--- src/rtl/booth_product_accumulator.sv ---
`default_nettype none
// ============================================================================
//  Module   : booth_product_accumulator
//  Purpose  : Downstream consumer of a 4-bit signed Booth multiplier.
//             Detects each completed multiplication from the level-style
//             mul_ready, sign-extends the 8-bit product and accumulates LEN
//             products into a saturating signed sum (dot-product stage).
//             The finished sum is offered on a valid/ack handshake; one
//             product arriving while a result waits is held in a one-entry
//             buffer, further ones are dropped and flagged.
//  Ports    :
//    clk          in   rising-edge clock
//    reset        in   asynchronous active-high reset
//    clear        in   synchronous abort (highest priority after reset)
//    mul_product  in   [7:0] signed product from the multiplier
//    mul_ready    in   multiplier ready level (one product per rising edge)
//    acc_out      out  [ACC_W-1:0] signed accumulated result
//    acc_valid    out  acc_out holds a completed result
//    acc_ack      in   consumer takes the result (only while acc_valid)
//    overflow     out  saturation occurred in the current/held accumulation
//    dropped      out  sticky: a product was lost
//    busy         out  accumulation in progress or result pending
//  Revision : 1.0  initial release
// ============================================================================
module booth_product_accumulator #(
  parameter int ACC_W = 12,
  parameter int LEN   = 4
) (
  input  logic             clk,
  input  logic             reset,
  input  logic             clear,
  input  logic [7:0]       mul_product,
  input  logic             mul_ready,
  output logic [ACC_W-1:0] acc_out,
  output logic             acc_valid,
  input  logic             acc_ack,
  output logic             overflow,
  output logic             dropped,
  output logic             busy
);

  // LEN is at most 15, so four bits always hold count 0..LEN-1.
  localparam int CNT_W = 4;
  localparam logic [CNT_W-1:0] CNT_LAST = CNT_W'(LEN - 1);
  localparam logic [CNT_W-1:0] CNT_ONE  = CNT_W'(1);

  localparam logic signed [ACC_W-1:0] ACC_MAX = {1'b0, {(ACC_W-1){1'b1}}};
  localparam logic signed [ACC_W-1:0] ACC_MIN = {1'b1, {(ACC_W-1){1'b0}}};

  typedef enum logic [0:0] {
    ACCUM = 1'b0,
    DONE  = 1'b1
  } state_t;

  state_t                  state;
  logic signed [ACC_W-1:0] acc;
  logic [CNT_W-1:0]        count;
  logic [7:0]              prod_buf;
  logic                    buf_full;
  logic                    rdy_d;

  logic                    new_p;
  logic signed [ACC_W-1:0] prod_ext;
  logic signed [ACC_W-1:0] buf_ext;
  logic signed [ACC_W:0]   sum_wide;
  logic signed [ACC_W-1:0] sum_sat;
  logic                    sum_ovf;

  // Sign-extension happens through assignment of a signed 8-bit value to a
  // wider signed result; this also covers ACC_W == 8 without a zero-width
  // replication.
  function automatic logic signed [ACC_W-1:0] sext8(input logic signed [7:0] v);
    return v;
  endfunction

  // A held-high ready level must count as exactly one product.
  assign new_p    = mul_ready & ~rdy_d;
  assign prod_ext = sext8(mul_product);
  assign buf_ext  = sext8(prod_buf);

  // One guard bit is enough to see any overflow of a single addition; the
  // two top bits disagree exactly when the true sum leaves the ACC_W range.
  always_comb begin
    sum_wide = {acc[ACC_W-1], acc} + {prod_ext[ACC_W-1], prod_ext};
    sum_ovf  = 1'b0;
    sum_sat  = sum_wide[ACC_W-1:0];
    if (sum_wide[ACC_W:ACC_W-1] == 2'b01) begin
      sum_ovf = 1'b1;
      sum_sat = ACC_MAX;
    end else if (sum_wide[ACC_W:ACC_W-1] == 2'b10) begin
      sum_ovf = 1'b1;
      sum_sat = ACC_MIN;
    end
  end

  always_ff @(posedge clk or posedge reset) begin
    if (reset) begin
      state     <= ACCUM;
      acc       <= '0;
      count     <= '0;
      prod_buf  <= '0;
      buf_full  <= 1'b0;
      rdy_d     <= 1'b0;
      acc_valid <= 1'b0;
      overflow  <= 1'b0;
      dropped   <= 1'b0;
    end else begin
      // The edge detector keeps tracking even during clear, so a ready
      // level that is already high after the abort is not recounted.
      rdy_d <= mul_ready;

      if (clear) begin
        state     <= ACCUM;
        acc       <= '0;
        count     <= '0;
        buf_full  <= 1'b0;
        acc_valid <= 1'b0;
        overflow  <= 1'b0;
        dropped   <= 1'b0;
      end else begin
        case (state)
          ACCUM: begin
            if (new_p) begin
              acc <= sum_sat;
              if (sum_ovf) begin
                overflow <= 1'b1;
              end
              if (count == CNT_LAST) begin
                count     <= '0;
                acc_valid <= 1'b1;
                state     <= DONE;
              end else begin
                count <= count + CNT_ONE;
              end
            end
          end

          DONE: begin
            if (acc_ack) begin
              // Result taken: start the next accumulation, seeding it with
              // the oldest pending product so arrival order is preserved.
              state     <= ACCUM;
              acc_valid <= 1'b0;
              overflow  <= 1'b0;
              if (buf_full) begin
                acc   <= buf_ext;
                count <= CNT_ONE;
                if (new_p) begin
                  prod_buf <= mul_product;
                end else begin
                  buf_full <= 1'b0;
                end
              end else if (new_p) begin
                acc   <= prod_ext;
                count <= CNT_ONE;
              end else begin
                acc   <= '0;
                count <= '0;
              end
            end else if (new_p) begin
              if (buf_full) begin
                dropped <= 1'b1;
              end else begin
                prod_buf <= mul_product;
                buf_full <= 1'b1;
              end
            end
          end

          default: begin
            state <= ACCUM;
          end
        endcase
      end
    end
  end

  assign acc_out = acc;
  assign busy    = (count != '0) | acc_valid;

endmodule
`default_nettype wire

--- config.mk ---
export PLATFORM = sky130hd
export DESIGN_NAME = booth_product_accumulator
export DESIGN_NICKNAME = d
export VERILOG_FILES = /design/src/rtl/booth_product_accumulator.sv
export SDC_FILE = /design/constraint.sdc
export NUM_CORES = 1
export LEC_CHECK = 0
export BUFFER_PORTS_ARGS = -buffer_cell sky130_fd_sc_hd__buf_2
export CORE_UTILIZATION = 40
export DETAILED_ROUTE_END_ITERATION = 7
export GPL_TIMING_DRIVEN = 0
export SLEW_MARGIN = 20
export SYNTH_ARGS = -nofsm -noshare
export SYNTH_HDL_FRONTEND = slang
export SYNTH_SLANG_ARGS = --single-unit
--- constraint.sdc ---
create_clock -name clk -period 6.2 [get_ports clk]
set_clock_uncertainty 0.1 [all_clocks]
set_input_delay 0.62 -clock clk [delete_from_list [all_inputs] [get_ports clk]]
set_output_delay 0.62 -clock clk [all_outputs]
set_load 0.05 [all_outputs]
# Yosys cells after proc, flatten, opt, wreduce, memory -nomap -nowiden
# Index checks and enable logic that the tools add are counted.
# totals
ff_bits	30
in_bits	13
wordCells	86
# classes
addsub	2
eq_ne	11
muxes	47
n_bitwise	5
n_reduce_logical	12
# ops
op	n
2-to-1 mux 12 bit	7
2-to-1 mux 8 bit	5
2-to-1 mux 1 bit	26
case mux 12 bit (2 select lines)	1
2-to-1 mux 4 bit	4
adder 12 x 8 -> 13 bit	1
inequality test 3 bit (second input constant)	4
case mux 4 bit (2 select lines)	1
nonzero test 2 bit	4
case mux 1 bit (2 select lines)	3
AND reduction 3 bit	2
AND reduction 6 bit	1
adder 4 x 1 -> 4 bit (second input constant)	1
== test 4 x 2 -> 1 bit (second input constant)	1
inequality test 2 x 1 -> 1 bit (second input constant)	2
inequality test 2 bit (second input constant)	2
AND reduction 2 bit	2
AND reduction 4 bit	1
nonzero test 4 bit	1
inverter 1 bit	3
nonzero test 3 bit	1
== test 2 x 1 -> 1 bit (second input constant)	1
== test 2 bit (second input constant)	1
AND 1 bit	1
bitwise OR 1 bit	1

# Longest topological paths before layout
# Gate-level depths: netlist of the first run.
# depth
depth_word	8
ltp_mapped	14
mapped_depth_nobuf	14

# Least setup slack after synthesis of the first run
# No wires, ideal clock.
# synth_path
path_kind	reg2reg
from	register acc[0], in the netlist acc_out[0]
to	register acc[10], in the netlist acc_out[10]
arrival_time_ns	3.106
t_required_ns	6.033
setup_slack_ns	2.926
stages_incl_launch_ff	13
n_path_buf	0
synth_period_minus_slack_ns	3.274
path_cell_list	dfrtp_1 -> ha_1 -> inv_1 -> fa_1 -> nand2b_1 -> a21oi_1 -> o31a_1 -> a2bb2oi_1 -> nand2_1 -> a31o_2 -> ha_1 -> nor4_2 -> a221o_1
# synth_between
elab_chain_len	7
# synth_rtl
element	line	source
start: declaration	56	logic signed [ACC_W-1:0] acc;
start signal: assignment	124	acc <= sum_sat;
start signal: assignment	146	acc <= buf_ext;
start signal: assignment	154	acc <= prod_ext;
adder 12 x 8 -> 13 bit (*)	84	sum_wide = {acc[ACC_W-1], acc} + {prod_ext[ACC_W-1], prod_ext};
== test 2 bit	90	end else if (sum_wide[ACC_W:ACC_W-1] == 2'b10) begin
2-to-1 mux 12 bit	90	
2-to-1 mux 12 bit (*)	87	if (sum_wide[ACC_W:ACC_W-1] == 2'b01) begin
2-to-1 mux 12 bit (*)	123	if (new_p) begin
case mux 12 bit (2 select lines) (*)	121	case (state)
2-to-1 mux 12 bit (*)	112	if (clear) begin
# Every way passes the cells marked *; elsewhere a longest branch is shown, timed or not. The select of a mux whose other input is x is not followed.
# A chain may end at the register's enable or synchronous reset.

# Worst setup path in the final report of the first run
# layout_path
from	input port mul_product[0]
to	register acc[9], in the netlist acc_out[9]
# layout_between
elab_chain_len	7
# layout_rtl
element	line	source
start: declaration	32	input logic [7:0] mul_product,
adder 12 x 8 -> 13 bit (*)	84	
== test 2 bit	90	
2-to-1 mux 12 bit	90	
2-to-1 mux 12 bit (*)	87	
2-to-1 mux 12 bit (*)	123	
case mux 12 bit (2 select lines) (*)	121	
2-to-1 mux 12 bit (*)	112	
# Marks and branches as above.

==> impl_metrics.xml, run 1 <==
<?xml version="1.0" encoding="UTF-8"?>
<metrics>
  <group name="clock_tree">
    <metric name="cts.reportedPaths.clkPinSlew" unit="ns">0.06</metric>
    <metric name="clock_sink_total" unit="">30</metric>
    <metric name="postCtsHoldBufs" unit="">0</metric>
    <metric name="clock_network_latency_to_the_later_pin_of_the_worst_skew_pair" unit="ns">0.29</metric>
    <metric name="postCtsSetupRepairBufs" unit="">0</metric>
    <metric name="cts.htree.levels" unit="">2</metric>
    <metric name="number_of_cts_inserted_buffers" unit="">5</metric>
    <metric name="clock_tree.buffer_depth" unit="">2</metric>
    <metric name="cts.root.buffer_cell" unit="">sky130_fd_sc_hd__clkbuf_8</metric>
    <metric name="post_cts.resized_instances" unit="">0</metric>
    <metric name="cts_tree" unit="">yes</metric>
  </group>
  <group name="pwr">
    <metric name="switching_share" unit="">0.455</metric>
    <metric name="clockPowerShare" unit="">0.192</metric>
    <metric name="power.share.combinational" unit="">0.549</metric>
    <metric name="p_switching" unit="W">0.000467</metric>
    <metric name="power_per_cell_area" unit="mW/mm²">438</metric>
    <metric name="p_leak" unit="nW">1.09</metric>
    <metric name="power.ir.vdd_worst" unit="V">0.000217</metric>
    <metric name="seq_power_share" unit="">0.259</metric>
    <metric name="cellInternalPower" unit="W">0.000559</metric>
  </group>
  <group name="synth">
    <metric name="postSynthNetCount" unit="">253</metric>
    <metric name="post_synth_instance_area" unit="mm²">0.00202</metric>
    <metric name="synth_top_cell_by_area" unit="">sky130_fd_sc_hd__dfrtp_1</metric>
    <metric name="ys.warnings.count" unit="">0</metric>
    <metric name="postSynth.topFlopCell" unit="">sky130_fd_sc_hd__dfrtp_1</metric>
    <metric name="ys_async_sr_fraction" unit="">1.00</metric>
    <metric name="number_of_enable_type_register_cells_in_the_synthesized_netlist" unit="">0</metric>
    <metric name="instance_count_of_the_mapped_netlist" unit="">222</metric>
    <metric name="synth.area.top_cells" unit="">sky130_fd_sc_hd__dfrtp_1, sky130_fd_sc_hd__ha_1, sky130_fd_sc_hd__nor2_1</metric>
    <metric name="flop_and_latch_count_out_of_synthesis" unit="">30</metric>
    <metric name="synthDistinctLibCells" unit="">46</metric>
    <metric name="synth_sequential_area_ratio" unit="">0.372</metric>
    <metric name="area_share_of_the_leading_cell_type_in_the_synthesized_netlist" unit="">0.372</metric>
    <metric name="synth.avg_cell_area" unit="µm²">9.10</metric>
  </group>
  <group name="routing">
    <metric name="route.detailed.vias_per_inst" unit="">5.40</metric>
    <metric name="drc_errors" unit="">0</metric>
    <metric name="drtPass1Iterations" unit="">4</metric>
    <metric name="drt-total-wl" unit="mm">4.69</metric>
    <metric name="vias" unit="">1748</metric>
    <metric name="postRouteAntennaNets" unit="">0</metric>
    <metric name="drtIter0Drc" unit="">94</metric>
    <metric name="avgRoutedWirePerCell" unit="µm">14.5</metric>
  </group>
  <group name="setup_path">
    <metric name="critical_path_fanout_max" unit="">8</metric>
    <metric name="timing.critical_path.to_type" unit="">flip-flop</metric>
    <metric name="setup.reg_to_reg.worst_slack" unit="ns">2.79</metric>
    <metric name="worst_r2r_startpoint" unit="">acc_out[0]$_DFFE_PP0P_</metric>
    <metric name="worstPathRequired" unit="ns">6.32</metric>
    <metric name="criticalPathCategory" unit="">input pin to flip-flop</metric>
    <metric name="timing.critical_path.arrival" unit="ns">3.59</metric>
    <metric name="critical_path.startpoint_type" unit="">input pin</metric>
    <metric name="launch_point_of_the_worst_path" unit="">mul_product[0]</metric>
  </group>
  <group name="finish">
    <metric name="num_antenna_cells" unit="">0</metric>
    <metric name="multi_input_comb_area" unit="mm²">0.00118</metric>
    <metric name="fillCellCount" unit="">462</metric>
    <metric name="ff_latch_area" unit="µm²">751</metric>
    <metric name="design.final.nets" unit="">287</metric>
    <metric name="layout.cells.most_common" unit="">sky130_fd_sc_hd__dfrtp_1</metric>
    <metric name="layout-area-overhead-vs-synth" unit="%">16.1</metric>
    <metric name="final_cell_mix" unit="">sky130_fd_sc_hd__dfrtp_1, sky130_fd_sc_hd__buf_2, sky130_fd_sc_hd__nor2_1</metric>
    <metric name="fin_cells" unit="">324</metric>
    <metric name="layout-drive-gt1-share" unit="">0.202</metric>
  </group>
  <group name="floorplan">
    <metric name="dieWidth" unit="µm">73.1</metric>
    <metric name="core_area" unit="mm²">0.00479</metric>
    <metric name="std_cell_rows" unit="">25</metric>
    <metric name="die_h" unit="µm">73.1</metric>
    <metric name="fp.dieArea" unit="mm²">0.00534</metric>
    <metric name="start_util" unit="">0.422</metric>
    <metric name="pin_count" unit="">29</metric>
  </group>
  <group name="outcome">
    <metric name="run_status" unit="">finished, final reports clean</metric>
  </group>
  <group name="global_route">
    <metric name="first_pass_grt_wire_length" unit="mm">7.80</metric>
    <metric name="grt_start_max_net_pins" unit="">31</metric>
    <metric name="via_count_of_the_first_global_routing_pass" unit="">1623</metric>
    <metric name="grt-ovfl-total" unit="">0</metric>
    <metric name="antenna_violations_before_repair" unit="">0</metric>
    <metric name="global_route.usage.total" unit="">0.197</metric>
  </group>
  <group name="place">
    <metric name="gp_congestion" unit="">0.818</metric>
    <metric name="post-place-cells" unit="">316</metric>
    <metric name="io_buffers" unit="">27</metric>
    <metric name="hpwlAfterDp" unit="mm">3.43</metric>
  </group>
  <group name="sta">
    <metric name="relSlewSlack" unit="">0.560</metric>
    <metric name="period_needed" unit="ns">3.46</metric>
    <metric name="hold_violations" unit="">0</metric>
    <metric name="min_period_over_period" unit="">0.559</metric>
    <metric name="maxSlewViolCount" unit="">0</metric>
    <metric name="setup_violations" unit="">0</metric>
    <metric name="grt_setup_unrepaired" unit="">false</metric>
    <metric name="worstMarginPinSlew" unit="ns">0.657</metric>
    <metric name="fmax" unit="MHz">289</metric>
    <metric name="totalNegativeSetupSlack" unit="ns">0</metric>
  </group>
  <group name="flow_run">
    <metric name="max_cap_viol_count" unit="">0</metric>
  </group>
  <group name="min_path">
    <metric name="hold_path.class" unit="">input pin to async pin</metric>
  </group>
</metrics>
registers in the layout, summed over array words and instances, names as in the netlist:
name and cells:
acc_out 12, acc_valid 1, buf_full 1, count 4
dropped 1, overflow 1, prod_buf 8, rdy_d 1
state 1
metrics by stage:
| step | hold WS (ns) | total power [W] | area (µm²) | setup slack [ns] | utilization |
|---|---|---|---|---|---|
| CTS | 0.349 | 0.00103 | 2350 | 2.75 | 0.490 |
| floorplan | 0.350 | 0.000714 | 2020 | 2.93 | - |
| detailed placement | 0.375 | 0.000834 | 2240 | 2.47 | 0.468 |
| global route | 0.370 | 0.00110 | 2350 | 2.49 | 0.490 |
| finish | 0.319 | 0.00103 | 2350 | 2.74 | 0.490 |
| global placement | 0.369 | 0.000826 | 2240 | 2.48 | 0.468 |
power groups by stage:
stage / logic (W) / registers (W) / clock network, W
detailed placement: 0.000565 / 0.000269 / 0
global placement: 0.000558 / 0.000268 / 0
global route: 0.000619 / 0.000270 / 0.000209
finish: 0.000564 / 0.000266 / 0.000197
CTS: 0.000567 / 0.000266 / 0.000200
floorplan: 0.000327 / 0.000388 / 0
critical path, cell delays in order:
cell and delay [ns]:
sky130_fd_sc_hd__buf_2 0.10, sky130_fd_sc_hd__ha_1 0.16, sky130_fd_sc_hd__inv_1 0.06, sky130_fd_sc_hd__fa_1 0.40, sky130_fd_sc_hd__nand2b_1 0.18, sky130_fd_sc_hd__a21oi_1 0.27
sky130_fd_sc_hd__o31a_1 0.18, sky130_fd_sc_hd__a2bb2oi_1 0.25, sky130_fd_sc_hd__nand2_1 0.11, sky130_fd_sc_hd__a31oi_1 0.25, sky130_fd_sc_hd__ha_1 0.22, sky130_fd_sc_hd__nor2_1 0.16
sky130_fd_sc_hd__nor4_2 0.45, sky130_fd_sc_hd__a221o_1 0.18
cell usage after synthesis, types with 2 or more instances:
cell type / n
sky130_fd_sc_hd__a211oi_1: 3
sky130_fd_sc_hd__nand4_1: 4
sky130_fd_sc_hd__a32o_1: 5
sky130_fd_sc_hd__nor2b_1: 5
sky130_fd_sc_hd__dfrtp_1: 30
sky130_fd_sc_hd__o21ai_0: 16
sky130_fd_sc_hd__a31oi_1: 2
sky130_fd_sc_hd__nor2_1: 26
sky130_fd_sc_hd__xnor2_1: 4
sky130_fd_sc_hd__ha_1: 17
sky130_fd_sc_hd__o31ai_1: 2
sky130_fd_sc_hd__mux2_2: 5
sky130_fd_sc_hd__xor2_1: 8
sky130_fd_sc_hd__nand2_1: 20
sky130_fd_sc_hd__nand2b_1: 4
sky130_fd_sc_hd__buf_2: 2
sky130_fd_sc_hd__a221o_1: 4
sky130_fd_sc_hd__clkbuf_1: 6
sky130_fd_sc_hd__inv_1: 11
sky130_fd_sc_hd__o21bai_1: 2
sky130_fd_sc_hd__nor4_2: 2
sky130_fd_sc_hd__nor3_1: 4
sky130_fd_sc_hd__a21oi_1: 17
path summary, 6_finish.rpt:
| kind | cells past startpoint | end |
|---|---|---|
| max reg2reg | 13 | acc_out[9]$_DFFE_PP0P_ |
| min | 2 | acc_valid$_DFFE_PP0P_ |
| min in group clk | 1 | rdy_d$_DFF_PP0_ |
| max in group asynchronous | 2 | acc_out[0]$_DFFE_PP0P_ |
| max | 14 | acc_out[9]$_DFFE_PP0P_ |
| min reg2reg | 2 | prod_buf[5]$_DFFE_PP0P_ |
metal layers:
layer,up-vias,share of wire,GRT usage
met5,-,0,0
met4,0,0.013,0.0588
met3,5,0.040,0.0414
met2,34,0.49,0.325
met1,828,0.45,0.259
li1,881,-,-
cell families after synthesis:
family,Yosys count,share of synthesized area
simple gates,71,0.170
compound gates,65,0.221
flops,30,0.372
buf+inv,21,0.0421
fa+ha+maj,18,0.115
xor+xnor,12,0.0520
mux,5,0.0279
final cells by class:
type	count	share of cell area
clock inverter	1	0.0128
buffer	9	0.0171
tap	67	0.0357
multi-input combinational	171	0.505
clock buffer	7	0.0325
timing repair buffer	27	0.0576
sequential	30	0.320
inverter	12	0.0192
Power figures use the tool's default switching activity.
==> run 2: changes to the inputs <==
- ABC_AREA: default -> 1
- clock period: 6.2 -> 2.95 ns (I/O delays scaled with it)
==> run 2 against run 1 <==
  * Non-clock buffer count fell by 2
  * Critical path depth decreased by 2
  * Die area up 7.0%
  * Total power grew to 2.6 times the previous value
  * Via count grew 13%
  * Worst setup slack worse by 2.6 ns
  * Global-route usage down 0.29 points
  * Largest power group unchanged
  * Highest routed layer unchanged
==> impl_metrics.xml, run 2 <==
<?xml version="1.0" encoding="UTF-8"?>
<metrics>
  <group name="synth">
    <metric name="instance_count_of_the_mapped_netlist" unit="">291</metric>
    <metric name="synth_top_cells_by_count" unit="">sky130_fd_sc_hd__nand2_1, sky130_fd_sc_hd__inv_1, sky130_fd_sc_hd__dfrtp_1</metric>
    <metric name="post_synth_instance_area" unit="mm²">0.00217</metric>
    <metric name="flop_and_latch_count_out_of_synthesis" unit="">30</metric>
    <metric name="ys.warnings.count" unit="">0</metric>
    <metric name="synth_top_cell_by_area" unit="">sky130_fd_sc_hd__dfrtp_1</metric>
    <metric name="synth_sequential_area_ratio" unit="">0.347</metric>
    <metric name="synth.avg_cell_area" unit="µm²">7.44</metric>
    <metric name="area_share_of_the_leading_cell_type_in_the_synthesized_netlist" unit="">0.347</metric>
    <metric name="synth.area.top_cells" unit="">sky130_fd_sc_hd__dfrtp_1, sky130_fd_sc_hd__nand2_1, sky130_fd_sc_hd__ha_1</metric>
    <metric name="postSynth.topFlopCell" unit="">sky130_fd_sc_hd__dfrtp_1</metric>
    <metric name="synthDistinctLibCells" unit="">37</metric>
    <metric name="ys_async_sr_fraction" unit="">1.00</metric>
    <metric name="synth_most_common_cell" unit="">sky130_fd_sc_hd__nand2_1</metric>
    <metric name="number_of_enable_type_register_cells_in_the_synthesized_netlist" unit="">0</metric>
    <metric name="postSynthNetCount" unit="">322</metric>
  </group>
  <group name="routing">
    <metric name="avgRoutedWirePerCell" unit="µm">12.9</metric>
    <metric name="route.detailed.vias_per_inst" unit="">4.95</metric>
    <metric name="drtIter0Drc" unit="">74</metric>
    <metric name="vias" unit="">1974</metric>
    <metric name="postRouteAntennaNets" unit="">0</metric>
    <metric name="drtPass1Iterations" unit="">4</metric>
    <metric name="drt-total-wl" unit="mm">5.16</metric>
    <metric name="drc_errors" unit="">0</metric>
  </group>
  <group name="floorplan">
    <metric name="dieWidth" unit="µm">75.6</metric>
    <metric name="die_h" unit="µm">75.6</metric>
    <metric name="pin_count" unit="">29</metric>
    <metric name="fp.dieArea" unit="mm²">0.00571</metric>
    <metric name="std_cell_rows" unit="">26</metric>
    <metric name="start_util" unit="">0.419</metric>
    <metric name="core_area" unit="mm²">0.00517</metric>
  </group>
  <group name="global_route">
    <metric name="first_pass_grt_wire_length" unit="mm">8.17</metric>
    <metric name="grt-ovfl-total" unit="">0</metric>
    <metric name="antenna_violations_before_repair" unit="">0</metric>
    <metric name="grt_start_max_net_pins" unit="">31</metric>
    <metric name="via_count_of_the_first_global_routing_pass" unit="">1769</metric>
    <metric name="global_route.usage.total" unit="">0.194</metric>
  </group>
  <group name="setup_path">
    <metric name="criticalPathCategory" unit="">flip-flop to flip-flop</metric>
    <metric name="r2r.worst_path.cells" unit="">12</metric>
    <metric name="worstPathRequired" unit="ns">3.02</metric>
    <metric name="critical_path_fanout_max" unit="">7</metric>
    <metric name="critPathCapture" unit="">acc_out[2]$_DFFE_PP0P_</metric>
    <metric name="critical_path.startpoint_type" unit="">flip-flop</metric>
    <metric name="launch_point_of_the_worst_path" unit="">acc_out[4]$_DFFE_PP0P_</metric>
    <metric name="worst_r2r_startpoint" unit="">acc_out[4]$_DFFE_PP0P_</metric>
    <metric name="worst_r2r_endpoint" unit="">acc_out[2]$_DFFE_PP0P_</metric>
    <metric name="setup.reg_to_reg.worst_slack" unit="ns">0.18</metric>
    <metric name="timing.critical_path.to_type" unit="">flip-flop</metric>
    <metric name="timing.critical_path.arrival" unit="ns">2.85</metric>
  </group>
  <group name="finish">
    <metric name="layout.cells.most_common" unit="">sky130_fd_sc_hd__nand2_1</metric>
    <metric name="num_antenna_cells" unit="">0</metric>
    <metric name="layout-drive-gt1-share" unit="">0.182</metric>
    <metric name="final_design_area_no_fill" unit="mm²">0.00253</metric>
    <metric name="design.final.nets" unit="">359</metric>
    <metric name="layout-area-overhead-vs-synth" unit="%">16.8</metric>
    <metric name="largest_register_ffs" unit="">12</metric>
    <metric name="final_cell_mix" unit="">sky130_fd_sc_hd__nand2_1, sky130_fd_sc_hd__inv_1, sky130_fd_sc_hd__dfrtp_1</metric>
  </group>
  <group name="place">
    <metric name="pre_cts_slack" unit="ns">-0.262</metric>
    <metric name="detailed_place.area" unit="mm²">0.00239</metric>
    <metric name="io_buffers" unit="">28</metric>
    <metric name="gp_congestion" unit="">0.795</metric>
    <metric name="hpwlAfterDp" unit="mm">4.02</metric>
  </group>
  <group name="pwr">
    <metric name="seq_power_share" unit="">0.223</metric>
    <metric name="switching_share" unit="">0.510</metric>
    <metric name="p_switching" unit="W">0.00138</metric>
    <metric name="power.ir.vdd_worst" unit="V">0.000338</metric>
    <metric name="power_per_cell_area" unit="mW/mm²">1070</metric>
    <metric name="power.share.combinational" unit="">0.650</metric>
    <metric name="clockPowerShare" unit="">0.127</metric>
    <metric name="cellInternalPower" unit="W">0.00132</metric>
    <metric name="p_leak" unit="nW">1.37</metric>
  </group>
  <group name="outcome">
    <metric name="run_status" unit="">finished, final reports clean</metric>
  </group>
  <group name="min_path">
    <metric name="hold_path.class" unit="">input pin to async pin</metric>
  </group>
  <group name="clock_tree">
    <metric name="number_of_cts_inserted_buffers" unit="">5</metric>
    <metric name="postCtsHoldBufs" unit="">0</metric>
    <metric name="cts.htree.levels" unit="">2</metric>
    <metric name="cts_tree" unit="">yes</metric>
    <metric name="clock_tree.buffer_depth" unit="">2</metric>
    <metric name="clock_network_latency_to_the_later_pin_of_the_worst_skew_pair" unit="ns">0.28</metric>
    <metric name="clock_sink_total" unit="">30</metric>
    <metric name="cts.root.buffer_cell" unit="">sky130_fd_sc_hd__clkbuf_8</metric>
    <metric name="cts.reportedPaths.clkPinSlew" unit="ns">0.07</metric>
  </group>
  <group name="sta">
    <metric name="maxSlewViolCount" unit="">0</metric>
    <metric name="worstMarginPinSlew" unit="ns">0.655</metric>
    <metric name="relSlewSlack" unit="">0.563</metric>
    <metric name="final.setup.worst_slack" unit="ns">0.179</metric>
    <metric name="period_needed" unit="ns">2.77</metric>
    <metric name="fmax" unit="MHz">361</metric>
    <metric name="setup_violations" unit="">0</metric>
    <metric name="totalNegativeSetupSlack" unit="ns">0</metric>
    <metric name="hold_violations" unit="">0</metric>
    <metric name="min_period_over_period" unit="">0.939</metric>
  </group>
  <group name="flow_run">
    <metric name="max_cap_viol_count" unit="">0</metric>
  </group>
</metrics>
[run 2: cell count changes after synthesis, moves of 3 or more]
cell,change
sky130_fd_sc_hd__a211oi_1,-3
sky130_fd_sc_hd__a221o_1,-4
sky130_fd_sc_hd__clkbuf_1,-4
sky130_fd_sc_hd__inv_1,+25
sky130_fd_sc_hd__mux2_2,-5
sky130_fd_sc_hd__nand2_1,+64
sky130_fd_sc_hd__nand2b_1,-4
sky130_fd_sc_hd__nand3_1,+20
sky130_fd_sc_hd__nand3b_1,+3
sky130_fd_sc_hd__nor2_1,-6
sky130_fd_sc_hd__nor2b_1,-5
sky130_fd_sc_hd__o21ai_1,+4
sky130_fd_sc_hd__xor2_1,-6
[run 2: worst min-delay path by stage]
stage / depth (start not counted) / slack, ns / to / start
4_1_cts: 2 / 0.03 / buf_full$_DFFE_PP0P_ / reset
6_report: 2 / 0.002 / acc_out[9]$_DFFE_PP0P_ / reset
3_3_place_gp: 1 / 0.33 / rdy_d$_DFF_PP0_ / mul_ready
5_1_grt: 1 / 0.05 / rdy_d$_DFF_PP0_ / mul_ready
2_1_floorplan: 0 / 0.23 / rdy_d$_DFF_PP0_ / mul_ready
3_5_place_dp: 2 / 0.33 / acc_valid$_DFFE_PP0P_ / reset
[run 2: what timing repair did]
item | in CTS | in global routing
pin swaps | 0 | 3
resized for setup | 2 | 6
setup buffers | 0 | 2
hold endpoints to repair | 0 | 0
endpoints found under the setup margin | 10 | 11
[run 2: power by group through the flow]
| stage | logic [W] | clock network [W] | registers [W] |
|---|---|---|---|
| global placement | 0.00160 | 0 | 0.000611 |
| detailed placement | 0.00162 | 0 | 0.000609 |
| CTS | 0.00164 | 0.000351 | 0.000603 |
| finish | 0.00175 | 0.000343 | 0.000601 |
| floorplan | 0.000941 | 0 | 0.000916 |
| global route | 0.00196 | 0.000368 | 0.000615 |
[run 2: worst max-delay path: stages, from the launching register on]
cell	delay [ns]
sky130_fd_sc_hd__dfrtp_1	0.40
sky130_fd_sc_hd__ha_1	0.35
sky130_fd_sc_hd__a21oi_2	0.19
sky130_fd_sc_hd__nor2_1	0.07
sky130_fd_sc_hd__o21ai_0	0.20
sky130_fd_sc_hd__nand4_1	0.20
sky130_fd_sc_hd__xor2_2	0.26
sky130_fd_sc_hd__inv_1	0.07
sky130_fd_sc_hd__ha_1	0.22
sky130_fd_sc_hd__nor2_2	0.15
sky130_fd_sc_hd__buf_4	0.18
sky130_fd_sc_hd__nand2_1	0.06
sky130_fd_sc_hd__a32o_1	0.24
[run 2: per-layer routing]
metal / up-vias / GRT usage / wire length [µm]
li1: 1027 / - / -
met1: 907 / 0.275 / 2540
met2: 32 / 0.306 / 2380
met3: 8 / 0.0331 / 166
met4: 0 / 0.0556 / 66
met5: - / 0 / 0
[run 2: through the flow]
| stage | cells | power (W) | utilization | hold WS (ns) |
|---|---|---|---|---|
| after detailed placement | 389 | 0.00223 | 0.463 | 0.334 |
| after global routing | 399 | 0.00294 | 0.489 | 0.0477 |
| final | 399 | 0.00270 | 0.489 | 0.00168 |
| after CTS | 397 | 0.00260 | 0.482 | 0.0302 |
| after floorplan | 291 | 0.00186 | - | 0.226 |
| after global placement | 389 | 0.00221 | 0.463 | 0.331 |
[run 2: cells by family (layout without fill, tap and decap cells)]
logic type                 after synthesis  count (layout)  share of synthesized area
xor gates and xnor gates                 4               4                     0.0162
and+or+nand+nor                        142             142                      0.294
adders and majority gates               18              18                      0.107
AOI/OAI and AO/OA                       51              51                      0.139
muxes                                    2               2                     0.0139
buffers and inverters                   44              82                     0.0826
DFF                                     30              30                      0.347
[run 2: cell type report]
cell class              count  area (µm²)
inverters                  40         155
repair buffers             30         168
clock buffers               7        86.3
plain buffers               4        27.5
flip-flops and latches     30         751
fillers                   552        2640
well taps                  70        87.6
multi-input cells         217        1250
clock inverters             1        5.00
==> run 3: changes to the inputs <==
- ABC_AREA: 1 -> 0
- BUFFER_PORTS_ARGS: -buffer_cell sky130_fd_sc_hd__buf_2 -> default
- DONT_BUFFER_PORTS: default -> 1
==> run 3 against run 2 <==
  * The run now ends with negative setup slack left
  * Fmax down 9.4%
  * Final cell count fell by 22%
  * Non-clock buffer count decreased by 12
  * Final area increased by 1.7%
  * Worst hold slack better by 0.047 ns
  * Count of clock-buffer cells in the layout decreased by 1
  * Critical path depth unchanged
  * Flip-flop and latch count is the same
  * Register-to-register slack worse by 0.29 ns
  * Routed wire length grew 2.6%
  * Clock power rose by 4%
  * Critical endpoint is now acc_out[9]$_DFFE_PP0P_
==> impl_metrics.xml, run 3 (synthesis gave the netlist of run 1 again) <==
<?xml version="1.0" encoding="UTF-8"?>
<metrics>
  <group name="pwr">
    <metric name="seq_power_share" unit="">0.339</metric>
    <metric name="power_per_cell_area" unit="mW/mm²">982</metric>
    <metric name="clockPowerShare" unit="">0.141</metric>
    <metric name="power.ir.vdd_worst" unit="V">0.000613</metric>
    <metric name="power.share.combinational" unit="">0.519</metric>
    <metric name="p_leak" unit="nW">1.05</metric>
    <metric name="cellInternalPower" unit="W">0.00136</metric>
    <metric name="switching_share" unit="">0.461</metric>
    <metric name="p_switching" unit="W">0.00116</metric>
  </group>
  <group name="setup_path">
    <metric name="r2r.worst_path.cells" unit="">12</metric>
    <metric name="timing.critical_path.arrival" unit="ns">3.18</metric>
    <metric name="critical_path.startpoint_type" unit="">flip-flop</metric>
    <metric name="critical_path.max_stage_delay" unit="ns">0.55</metric>
    <metric name="critPathCapture" unit="">acc_out[9]$_DFFE_PP0P_</metric>
    <metric name="critical-path-top-cell-by-count" unit="">sky130_fd_sc_hd__ha_4</metric>
    <metric name="setup.reg_to_reg.worst_slack" unit="ns">-0.11</metric>
    <metric name="critical_path_fanout_max" unit="">5</metric>
    <metric name="criticalPathCategory" unit="">flip-flop to flip-flop</metric>
    <metric name="worst_r2r_endpoint" unit="">acc_out[9]$_DFFE_PP0P_</metric>
    <metric name="worst_r2r_startpoint" unit="">acc_out[0]$_DFFE_PP0P_</metric>
    <metric name="timing.critical_path.to_type" unit="">flip-flop</metric>
    <metric name="launch_point_of_the_worst_path" unit="">acc_out[0]$_DFFE_PP0P_</metric>
    <metric name="crit_slowest_cell" unit="">sky130_fd_sc_hd__dfrtp_2</metric>
    <metric name="worstPathCellList" unit="">ha_4 &gt; inv_2 &gt; fa_2 &gt; nand2b_4 &gt; a21oi_4 &gt; o31a_1 &gt; a2bb2oi_2 &gt; nand2_2 &gt; a31o_4 &gt; ha_4 &gt; nor4_4 &gt; a221o_1</metric>
    <metric name="worstPathRequired" unit="ns">3.08</metric>
  </group>
  <group name="finish">
    <metric name="final_cell_mix" unit="">sky130_fd_sc_hd__nor2_1, sky130_fd_sc_hd__dfrtp_1, sky130_fd_sc_hd__nand2_1</metric>
    <metric name="layout-area-overhead-vs-synth" unit="%">27.4</metric>
    <metric name="largest_register_ffs" unit="">12</metric>
    <metric name="fillCellCount" unit="">437</metric>
    <metric name="layout-drive-gt1-share" unit="">0.305</metric>
    <metric name="num_antenna_cells" unit="">0</metric>
    <metric name="fin_cells" unit="">310</metric>
    <metric name="design.final.nets" unit="">273</metric>
    <metric name="final_core_util" unit="">0.538</metric>
    <metric name="ff_latch_area" unit="µm²">762</metric>
    <metric name="multi_input_comb_area" unit="mm²">0.00143</metric>
    <metric name="layout.cells.most_common" unit="">sky130_fd_sc_hd__nor2_1</metric>
  </group>
  <group name="routing">
    <metric name="postRouteAntennaNets" unit="">0</metric>
    <metric name="drc_errors" unit="">0</metric>
    <metric name="route.detailed.vias_per_inst" unit="">5.65</metric>
    <metric name="drtIter0Drc" unit="">116</metric>
    <metric name="vias" unit="">1750</metric>
    <metric name="drt-total-wl" unit="mm">5.29</metric>
    <metric name="avgRoutedWirePerCell" unit="µm">17.1</metric>
    <metric name="drtPass1Iterations" unit="">4</metric>
  </group>
  <group name="place">
    <metric name="post-place-cells" unit="">289</metric>
    <metric name="io_buffers" unit="">0</metric>
    <metric name="gp_congestion" unit="">0.827</metric>
    <metric name="hpwlAfterDp" unit="mm">3.50</metric>
    <metric name="pre_cts_slack" unit="ns">-0.452</metric>
  </group>
  <group name="sta">
    <metric name="grt_setup_unrepaired" unit="">true</metric>
    <metric name="maxSlewViolCount" unit="">0</metric>
    <metric name="final.setup.worst_slack" unit="ns">-0.108</metric>
    <metric name="relSlewSlack" unit="">0.430</metric>
    <metric name="hold_violations" unit="">0</metric>
    <metric name="setup_violations" unit="">7</metric>
    <metric name="min_period_over_period" unit="">1.04</metric>
    <metric name="fmax" unit="MHz">327</metric>
    <metric name="period_needed" unit="ns">3.06</metric>
    <metric name="worstMarginPinSlew" unit="ns">0.850</metric>
  </group>
  <group name="flow_run">
    <metric name="max_cap_viol_count" unit="">0</metric>
  </group>
  <group name="global_route">
    <metric name="grt_start_max_net_pins" unit="">31</metric>
    <metric name="global_route.usage.total" unit="">0.219</metric>
    <metric name="antenna_violations_before_repair" unit="">0</metric>
    <metric name="grt-ovfl-total" unit="">0</metric>
    <metric name="first_pass_grt_wire_length" unit="mm">8.69</metric>
    <metric name="via_count_of_the_first_global_routing_pass" unit="">1741</metric>
  </group>
  <group name="floorplan">
    <metric name="fp.dieArea" unit="mm²">0.00534</metric>
    <metric name="start_util" unit="">0.422</metric>
    <metric name="std_cell_rows" unit="">25</metric>
    <metric name="dieWidth" unit="µm">73.1</metric>
    <metric name="core_area" unit="mm²">0.00479</metric>
    <metric name="die_h" unit="µm">73.1</metric>
    <metric name="pin_count" unit="">29</metric>
  </group>
  <group name="outcome">
    <metric name="failing_checks" unit="">negative setup slack</metric>
    <metric name="run_status" unit="">complete, but fails checks</metric>
  </group>
  <group name="clock_tree">
    <metric name="cts_tree" unit="">yes</metric>
    <metric name="cts.htree.levels" unit="">2</metric>
    <metric name="clock_sink_total" unit="">30</metric>
    <metric name="clock_network_latency_to_the_later_pin_of_the_worst_skew_pair" unit="ns">0.29</metric>
    <metric name="number_of_cts_inserted_buffers" unit="">5</metric>
    <metric name="cts.reportedPaths.clkPinSlew" unit="ns">0.07</metric>
    <metric name="cts.root.buffer_cell" unit="">sky130_fd_sc_hd__clkbuf_8</metric>
    <metric name="clock_tree.buffer_depth" unit="">2</metric>
  </group>
  <group name="min_path">
    <metric name="hold_path.class" unit="">input pin to flip-flop</metric>
  </group>
</metrics>
-- run 3: changes by cell type in the layout (fill, tap and decap cells not counted), sizes merged, moves of 6 or more --
cell	delta
inv	-28
buf	-19
nand3	-20
o21ai	-6
nand2	-68
xor2	+6
-- run 3: critical path: cells and delay by family, from the launching register on --
| kind | cells | cell delay [ns] |
|---|---|---|
| buf+inv | 1 | 0.03 |
| fa+ha+maj | 3 | 0.72 |
| simple gates | 3 | 0.64 |
| compound gates | 5 | 0.96 |
| flops | 1 | 0.55 |
-- run 3: per-stage QoR --
| stage | hold slack, ns | setup TNS, ns | cell area [µm²] | total power (W) |
|---|---|---|---|---|
| after CTS | 0.0452 | -0.538 | 2490 | 0.00238 |
| after detailed placement | 0.212 | -4.15 | 2150 | 0.00172 |
| final | 0.0489 | -0.425 | 2570 | 0.00253 |
| after global routing | 0.0467 | -1.83 | 2570 | 0.00269 |
| after floorplan | 0.226 | 0 | 2060 | 0.00154 |
| after global placement | 0.227 | -4.25 | 2150 | 0.00170 |
-- run 3: what timing repair did --
item | CTS | global route
hold endpoints to repair | 31 | 0
resized for setup | 28 | 15
pin swaps | 10 | 13
hold buffers | 2 | 0
setup endpoints to repair | 13 | 13
setup buffers | 8 | 4
-- run 3: power by group through the flow --
stage | Sequential, W | Clock [W] | Combinational, W
floorplan | 0.000823 | 0 | 0.000718
global placement | 0.000845 | 0 | 0.000854
detailed placement | 0.000847 | 0 | 0.000870
CTS | 0.000856 | 0.000367 | 0.00115
global route | 0.000871 | 0.000381 | 0.00144
finish | 0.000857 | 0.000357 | 0.00131
-- run 3: area by class of cell --
cell class	count	area share
Tap cell	67	0.0326
Multi-Input combinational cell	171	0.555
Sequential cell	30	0.296
Buffer	9	0.0156
Clock inverter	2	0.00486
Inverter	12	0.0175
Clock buffer	6	0.0321
Timing Repair Buffer	13	0.0462
-- run 3: how the worst min path moves through the flow --
| stage | depth (start not counted) | slack (ns) | start | endpoint |
|---|---|---|---|---|
| floorplan | 0 | 0.23 | mul_ready | rdy_d$_DFF_PP0_ |
| global placement | 0 | 0.23 | mul_ready | rdy_d$_DFF_PP0_ |
| detailed placement | 1 | 0.21 | reset | count[2]$_DFFE_PP0P_ |
| CTS | 1 | 0.05 | mul_product[2] | prod_buf[2]$_DFFE_PP0P_ |
| global route | 1 | 0.05 | mul_product[3] | prod_buf[3]$_DFFE_PP0P_ |
| finish | 1 | 0.05 | mul_product[2] | prod_buf[2]$_DFFE_PP0P_ |
-- run 3: routing by layer --
metal,part of all wire,GRT usage,vias up
met5,0,0,-
met4,0.013,0.0719,0
met3,0.045,0.0497,7
met2,0.50,0.365,35
met1,0.44,0.278,871
li1,-,-,837
